==> src/rtl/imem_access_arbiter.sv <==
// Shares a byte-wide, synchronous-read instruction memory between the core
// fetch port and the program loader; tracks bytes loaded per programming session.
module imem_access_arbiter #(
  parameter int ADDR_W = 11
) (
  input  logic              clk,
  input  logic              rst,
  input  logic              prog_mode,
  input  logic              f_req,
  input  logic [31:0]       f_addr,
  output logic              f_gnt,
  output logic              f_valid,
  output logic [31:0]       f_instr,
  output logic              f_err,
  input  logic              l_req,
  input  logic [31:0]       l_addr,
  input  logic [7:0]        l_data,
  output logic              l_gnt,
  output logic              m_re,
  output logic              m_we,
  output logic [ADDR_W-1:0] m_addr,
  output logic [7:0]        m_wdata,
  input  logic [31:0]       m_rdata,
  output logic              core_stall,
  output logic [ADDR_W:0]   load_count
);

  typedef enum logic [1:0] {IDLE, RD_WAIT, RD_CAP} state_t;

  localparam logic [ADDR_W:0] CNT_MAX = {1'b1, {ADDR_W{1'b0}}};
  localparam logic [31:0]     NOP     = 32'h0000_0013;

  state_t state, state_nx;
  logic   prog_q;
  logic   f_inrange, l_inrange;
  logic   unused_faddr_lsb;

  assign f_inrange        = (f_addr[31:ADDR_W] == '0);
  assign l_inrange        = (l_addr[31:ADDR_W] == '0);
  assign unused_faddr_lsb = ^f_addr[1:0];
  assign core_stall       = prog_mode | (state != IDLE);

  // Fetch wins in IDLE unless the loader owns memory; grants only from IDLE.
  always_comb begin
    state_nx = state;
    f_gnt    = 1'b0;
    l_gnt    = 1'b0;
    m_re     = 1'b0;
    m_we     = 1'b0;
    m_addr   = '0;
    m_wdata  = '0;
    case (state)
      IDLE: begin
        if (f_req && !prog_mode) begin
          f_gnt = 1'b1;
          if (f_inrange) begin
            m_re     = 1'b1;
            m_addr   = {f_addr[ADDR_W-1:2], 2'b00};
            state_nx = RD_WAIT;
          end
        end else if (l_req) begin
          l_gnt = 1'b1;
          if (l_inrange) begin
            m_we    = 1'b1;
            m_addr  = l_addr[ADDR_W-1:0];
            m_wdata = l_data;
          end
        end
      end
      RD_WAIT: state_nx = RD_CAP;
      RD_CAP:  state_nx = IDLE;
      default: state_nx = IDLE;
    endcase
  end

  always_ff @(posedge clk or posedge rst) begin
    if (rst) begin
      state   <= IDLE;
      f_valid <= 1'b0;
      f_err   <= 1'b0;
      f_instr <= NOP;
      prog_q  <= 1'b0;
    end else begin
      state   <= state_nx;
      f_valid <= (state == RD_CAP);
      f_err   <= f_gnt & ~f_inrange;
      prog_q  <= prog_mode;
      if (state == RD_CAP) f_instr <= m_rdata;
    end
  end

  // A write landing on the prog_mode rising edge counts as the first byte.
  logic [ADDR_W:0] cnt_base;
  assign cnt_base = (prog_mode && !prog_q) ? '0 : load_count;

  always_ff @(posedge clk or posedge rst) begin
    if (rst)
      load_count <= '0;
    else if (m_we && cnt_base != CNT_MAX)
      load_count <= cnt_base + (ADDR_W+1)'(1);
    else
      load_count <= cnt_base;
  end

endmodule

==> config.mk <==
export PLATFORM = sky130hd
export DESIGN_NAME = imem_access_arbiter
export DESIGN_NICKNAME = d
export VERILOG_FILES = /design/src/rtl/imem_access_arbiter.sv
export SDC_FILE = /design/constraint.sdc
export NUM_CORES = 1
export LEC_CHECK = 0
export BUFFER_PORTS_ARGS = -buffer_cell sky130_fd_sc_hd__buf_2
export CAP_MARGIN = 30
export CORE_ASPECT_RATIO = 1.5
export CORE_MARGIN = 2
export CORE_UTILIZATION = 35
export DETAILED_ROUTE_END_ITERATION = 6
export PLACE_DENSITY = 0.76
export SYNTH_ARGS = -nofsm -noshare
export SYNTH_HDL_FRONTEND = slang
export SYNTH_SLANG_ARGS = --single-unit
==> constraint.sdc <==
create_clock -name clk -period 2.5 [get_ports clk]
set_input_delay 0 -clock clk [delete_from_list [all_inputs] [get_ports clk]]
set_output_delay 0 -clock clk [all_outputs]
set_load 0.05 [all_outputs]
==> impl_metrics.env, run 1 <==
export IMPL_power_density_nw_per_um2=413
export IMPL_top_usage_layer="met2"
export IMPL_maxSlewHeadroom_pct=66.6
export IMPL_rows=36
export IMPL_core_area_um2=6440
export IMPL_grt_pass1_wl_um=11200
export IMPL_setup_worst_path_start="prog_mode"
export IMPL_tightestPinTransition_ps=500
export IMPL_gp_congestion=0.852
export IMPL_skew_ps=8.00
export IMPL_p_leak_uw=0.00213
export IMPL_cp_start_kind="input port"
export IMPL_path_depth=8
export IMPL_peakVddDrop_mv=0.332
export IMPL_clock_sinks=49
export IMPL_min_delay_start="f_addr[29]"
export IMPL_cts_max_level=2
export IMPL_synthTopCellsByArea="dfrtp_1, mux2_2, and2_1, dfstp_2, a22o_1"
export IMPL_final_layout_size_suffix_gt1_share_pct=55.7
export IMPL_die_h_um=104
export IMPL_arrival_ps=2010
export IMPL_synth_cell_type_count=31
export IMPL_area_delta_synth_final_pct=62.6
export IMPL_yosysWarnings=0
export IMPL_wl_per_cell_um=14.8
export IMPL_postCtsResizedCells=0
export IMPL_period_needed_ps=2010
export IMPL_path_delay_family="buffers and inverters"
export IMPL_drc=0
export IMPL_first_pass_iters=6
export IMPL_maxCapViolCount=0
export IMPL_multi_input_area_um2=1030
export IMPL_crit_type="in2out"
export IMPL_first_global_vias=2373
export IMPL_use_met2_pct=37.0
export IMPL_critical_path_most_common_cell="buf_2"
export IMPL_cts_buffers=5
export IMPL_p_total_uw=1560
export IMPL_synth_top_area_share_pct=49.6
export IMPL_grtUsageTotal_pct=19.7
export IMPL_antenna_left=0
export IMPL_finalNetCount=523
export IMPL_crit_slowest_cell="dlygate4sd3_1"
export IMPL_critical_path_max_stage_delay_ps=540
export IMPL_r2r_cells=8
export IMPL_nFillCells=548
export IMPL_vias_per_cell=4.84
export IMPL_synth_most_common_cell="dfrtp_1"
export IMPL_max_freq_mhz=498
export IMPL_cts_clk_slew_worst_paths_ps=90
export IMPL_cp_cell_sequence="dlygate4sd3_1 > buf_2 > nand2b_1 > nand3_1 > nor3_4 > buf_4 > a22o_1 > buf_2"
export IMPL_postSynthAreaPerCell_um2=11.7
export IMPL_synth_area_leader_cell="dfrtp_1"
export IMPL_hold_buffers=34
export IMPL_holdPathStages=5
export IMPL_synth_common_cells="dfrtp_1, mux2_2, and2_1, nand2_1"
export IMPL_grt_max_degree=34
export IMPL_rsz0062_at_grt="no"
export IMPL_overflow=0
export IMPL_die_x_um=70.5
export IMPL_synth_async_reset_ratio_pct=100
export IMPL_dp_hpwl_um=5600
export IMPL_initial_core_util_pct=36.0
export IMPL_ioPinCount=179
export IMPL_root_buffer="clkbuf_8"
export IMPL_slew_viol_final=0
export IMPL_area_sequential_um2=1230
export IMPL_outcome="complete, no violations"
export IMPL_synth_edf_count=0
export IMPL_numPortBuffers=176
export IMPL_crit_fanout=19
export IMPL_ys_flop_type="dfrtp_1"
export IMPL_synth_seq_cells=49
export IMPL_met3_usage_pct=3.02
export IMPL_worstSetupEndpointType="output pin"
export IMPL_crit_buf_inv=4
export IMPL_final_setup_viol_count=0
export IMPL_drt_wl_total_um=7220
export IMPL_clk_latency_ps=300
export IMPL_post_cts_buffers=0
export IMPL_tns_ps=0
export IMPL_antennaDiodeCount=0
export IMPL_dr_total_vias=2366
export IMPL_cts_tree="done"
export IMPL_required_ps=2500
export IMPL_use_met1_pct=22.1
export IMPL_antenna_found_initial=0
export IMPL_synth_area_um2=2320
export IMPL_drtIter0Drc=92
export IMPL_final_hold_viol_count=0
export IMPL_rr_startpoint="prog_q"
export IMPL_clock_path_buffers=2
export IMPL_hold_class="in2reg"
export IMPL_fin_crit_sh_pct=80.4
export IMPL_synth_cells=199
export IMPL_die_area_um2=7310
export IMPL_syn_num_nets=310
export IMPL_synth_seq_area_share_pct=53.0
## worst min-delay path, stage by stage
cell,delay [ps]
buf_2,70
nor3_1,30
nand2_1,50
nor2_1,50
nor2b_1,100
## cell type report
type                            count  share of cell area [%]
Inverter                            6                   0.597
Clock buffer                        6                    2.19
Sequential cell                    49                    32.6
Multi-Input combinational cell    135                    27.4
Tap cell                           76                    2.52
Timing Repair Buffer              215                    33.7
Clock inverter                      2                   0.995
## cell usage in the layout, fill, tap and decap left out, drive strengths merged
cell type,netlist,routed
nand2b,4,4
a31oi,1,1
clkbuf,3,6
a41o,1,1
and3,1,1
a31o,2,2
nor4,10,10
ha,2,2
nand4,10,10
xnor2,2,2
xor2,4,4
and2,15,15
nand2,12,12
a21oi,2,2
buf,6,181
dlygate4sd3,0,34
nor2b,4,4
mux2,32,32
nor3,5,5
dfrtp,46,46
o21ai,1,1
bufinv,0,1
inv,6,6
dfstp,3,3
clkinvlp,0,1
nor4b,1,1
a22o,9,9
nor2,8,8
mux2i,2,2
nor3b,1,1
nand3,5,5
or3,1,1
## registers in the layout (all words and copies together) (netlist names)
name,count
f_err,1
f_valid,1
f_instr,32
prog_q,1
load_count,12
state,2
## power by group
group / total (µW) / leakage (µW) / switching (µW) / internal, µW
combinational: 178 / 0.00140 / 73.0 / 105
clock: 585 / 0.0000574 / 259 / 325
sequential: 794 / 0.000671 / 0.561 / 794
total: 1560 / 0.00213 / 333 / 1220
## final timing paths
path,end,slack [ps]
setup / recovery,m_addr[2],490
hold / removal,f_err,40
setup reg to reg,load_count[0],670
hold reg to reg,f_instr[16],510
max in group asynchronous,f_instr[4],1620
min in group asynchronous,load_count[11],300
## metrics by stage
step | hold WS, ps | setup slack [ps] | instance area [µm²] | std cells | utilization [%]
2_1_floorplan | 31.4 | 185 | 2330 | 199 | -
3_3_place_gp | 187 | 751 | 3290 | 446 | 51.1
3_5_place_dp | 59.5 | 702 | 3310 | 447 | 51.4
4_1_cts | 34.2 | 439 | 3770 | 489 | 58.6
5_1_grt | 43.7 | 333 | 3770 | 489 | 58.6
6_report | 38.0 | 491 | 3770 | 489 | 58.6
## cell families after synthesis
family          count (synthesis)  share of synthesized area (%)
simple gates                   77                           18.7
flops                          49                           53.0
mux                            34                           16.4
compound gates                 16                           5.50
buf+inv                        15                           3.02
xor+xnor                        6                           2.27
fa+ha+maj                       2                           1.08
## per-layer routing
metal,up-vias,routed length [µm]
met2,139,3860
met3,6,524
li1,1133,-
met5,-,0
met1,1088,2750
met4,0,95
Note: power is estimated with default switching activity, not from simulation.
==> run 2: changes to the inputs <==
Settings changed: PLACE_DENSITY 0.76 to 0.79.
Clock period 2.5 ns to 1.8 ns, I/O delays scaled along.
==> run 2 against run 1 <==
Total power increased by 26%. Critical path depth unchanged. Setup slack got worse by 410 ps. Register-to-register slack got worse by 590 ps. Die area unchanged. Via count increased by 3.8%. Clock power increased by 4.4%. Final cell count increased by 2.5%. Routed wire length increased by 0.25%. Worst hold slack improved by 8.5 ps. Clock skew decreased by 4.7 ps. Largest power group unchanged.
==> impl_metrics.env, run 2 (synthesized netlist as in run 1, its figures left out) <==
export IMPL_outcome="complete, no violations"
export IMPL_power_density_nw_per_um2=487
export IMPL_reg_top3="f_instr (32), load_count (12), state (2)"
export IMPL_dr_total_vias=2457
export IMPL_cp_start_kind="flop"
export IMPL_final_layout_size_suffix_gt1_share_pct=60.7
export IMPL_maxCapViolCount=0
export IMPL_peakVddDrop_mv=0.261
export IMPL_final_hold_viol_count=0
export IMPL_grt_max_degree=34
export IMPL_arrival_ps=1900
export IMPL_die_area_um2=7310
export IMPL_max_freq_mhz=580
export IMPL_rr_startpoint="prog_q"
export IMPL_first_global_vias=2482
export IMPL_critical_path_max_stage_delay_ps=390
export IMPL_swShare_pct=22.2
export IMPL_rows=36
export IMPL_placed_cells=452
export IMPL_holdWs_ps=46.5
export IMPL_area_delta_synth_final_pct=73.7
export IMPL_p_int_uw=1530
export IMPL_cts_tree="done"
export IMPL_skew_ps=3.29
export IMPL_drc=0
export IMPL_layout_common_cells="buf_2, dfrtp_1, dlygate4sd3_1"
export IMPL_cts_buffers=5
export IMPL_wl_per_cell_um=14.5
export IMPL_tightestPinTransition_ps=400
export IMPL_clock_path_buffers=2
export IMPL_min_to="f_err"
export IMPL_crit_slowest_cell="dfrtp_1"
export IMPL_reg2reg_setup_slack_ps=80
export IMPL_numPortBuffers=176
export IMPL_vias_per_cell=4.90
export IMPL_p_total_uw=1960
export IMPL_clk_latency_ps=290
export IMPL_layout_cells_non_filler=501
export IMPL_clock_sinks=49
export IMPL_core_area_um2=6440
export IMPL_seqPwrFrac_pct=56.2
export IMPL_crit_type="reg2reg"
export IMPL_required_ps=1980
export IMPL_drt_wl_total_um=7240
export IMPL_min_delay_start="f_addr[15]"
export IMPL_top_register="f_instr"
export IMPL_antennaDiodeCount=0
export IMPL_finalNetCount=535
export IMPL_pwr_share_comb_pct=12.7
export IMPL_rsz0062_at_grt="yes"
export IMPL_final_util_pct=62.5
export IMPL_p_leak_uw=0.00222
export IMPL_gp_congestion=0.802
export IMPL_root_buffer="clkbuf_8"
export IMPL_period_needed_ps=1720
export IMPL_r2r_cells=8
export IMPL_crit_fanout=4
export IMPL_ioPinCount=179
export IMPL_dp_hpwl_um=5310
export IMPL_cp_cell_sequence="nand2b_4 > and2_1 > inv_1 > ha_1 > nor4b_2 > nand4_1 > and2_4 > xnor2_2"
export IMPL_final_setup_viol_count=0
export IMPL_fin_crit_sh_pct=95.7
export IMPL_worstSetupEndpointType="flop"
export IMPL_antenna_left=0
export IMPL_overflow=0
export IMPL_holdPathStages=5
export IMPL_grtUsageTotal_pct=19.1
export IMPL_die_x_um=70.5
export IMPL_drtIter0Drc=63
export IMPL_die_h_um=104
export IMPL_worstReg2RegEnd="load_count[0]"
export IMPL_tns_ps=0
export IMPL_final_common_cell="buf_2"
export IMPL_maxSlewHeadroom_pct=73.1
export IMPL_cts_max_level=2
export IMPL_first_pass_iters=4
export IMPL_initial_core_util_pct=36.0
export IMPL_p_clk_share_pct=31.1
export IMPL_grt_pass1_wl_um=11200
export IMPL_cts_clk_slew_worst_paths_ps=80
export IMPL_p_switching_uw=436
export IMPL_antenna_found_initial=0
export IMPL_hold_class="in2reg"
export IMPL_largest_reg_flops=32
export IMPL_slew_viol_final=0
[run 2: worst max path at each step]
stage / startpoint / end
3_3_place_gp: prog_q / load_count[0]
4_1_cts: state[1] / m_addr[2]
6_report: prog_q / load_count[0]
3_5_place_dp: prog_q / load_count[1]
5_1_grt: state[1] / m_wdata[7]
2_1_floorplan: state[0] / m_addr[10]
[run 2: worst max-delay path, delay by kind of cell, from the launching register on]
family / cells / cell delay, ps
adder cells (fa/ha/maj): 1 / 140
flip-flops: 1 / 390
AND/OR/NAND/NOR: 5 / 880
XOR/XNOR: 1 / 120
buffers and inverters: 1 / 80
[run 2: layer usage]
metal  vias to the layer above  part of all wire, %  global-route usage, %
met2                       145                   52                   34.2
met1                      1147                   38                   22.1
met3                        11                  7.7                   3.50
li1                       1154                    -                      -
met5                         -                    0                      0
met4                         0                  1.8                   7.42
[run 2: stage by stage]
stage                     worst slack (ps)  area (µm²)
after global placement                 138        3460
after CTS                             6.39        3940
after floorplan                      -38.8        2360
final                                 77.1        4030
after detailed placement              50.4        3460
after global routing                 -34.3        4030
[run 2: power by group through the flow]
stage	logic, µW	registers (µW)	clock network [µW]
finish	250	1100	611
global route	273	1100	697
CTS	246	1100	641
detailed placement	188	1120	0
global placement	185	1120	0
floorplan	52.5	1130	0
[run 2: timing repair]
item                                   4_1_cts  5_1_grt
setup endpoints to repair                   21       26
hold buffers                                34        0
setup buffers                                1        4
endpoints found under the hold margin       79        0
gates resized for setup                     16       16
pin swaps                                    2        2
cloned                                       1        1
[run 2: cell type report]
cell class	instances	area, µm²
clock buffers	7	76.3
clock inverters	1	7.51
fillers	502	2410
inverters	6	22.5
multi-input cells	135	1080
flip-flops and latches	49	1230
well taps	76	95.1
repair buffers	227	1520
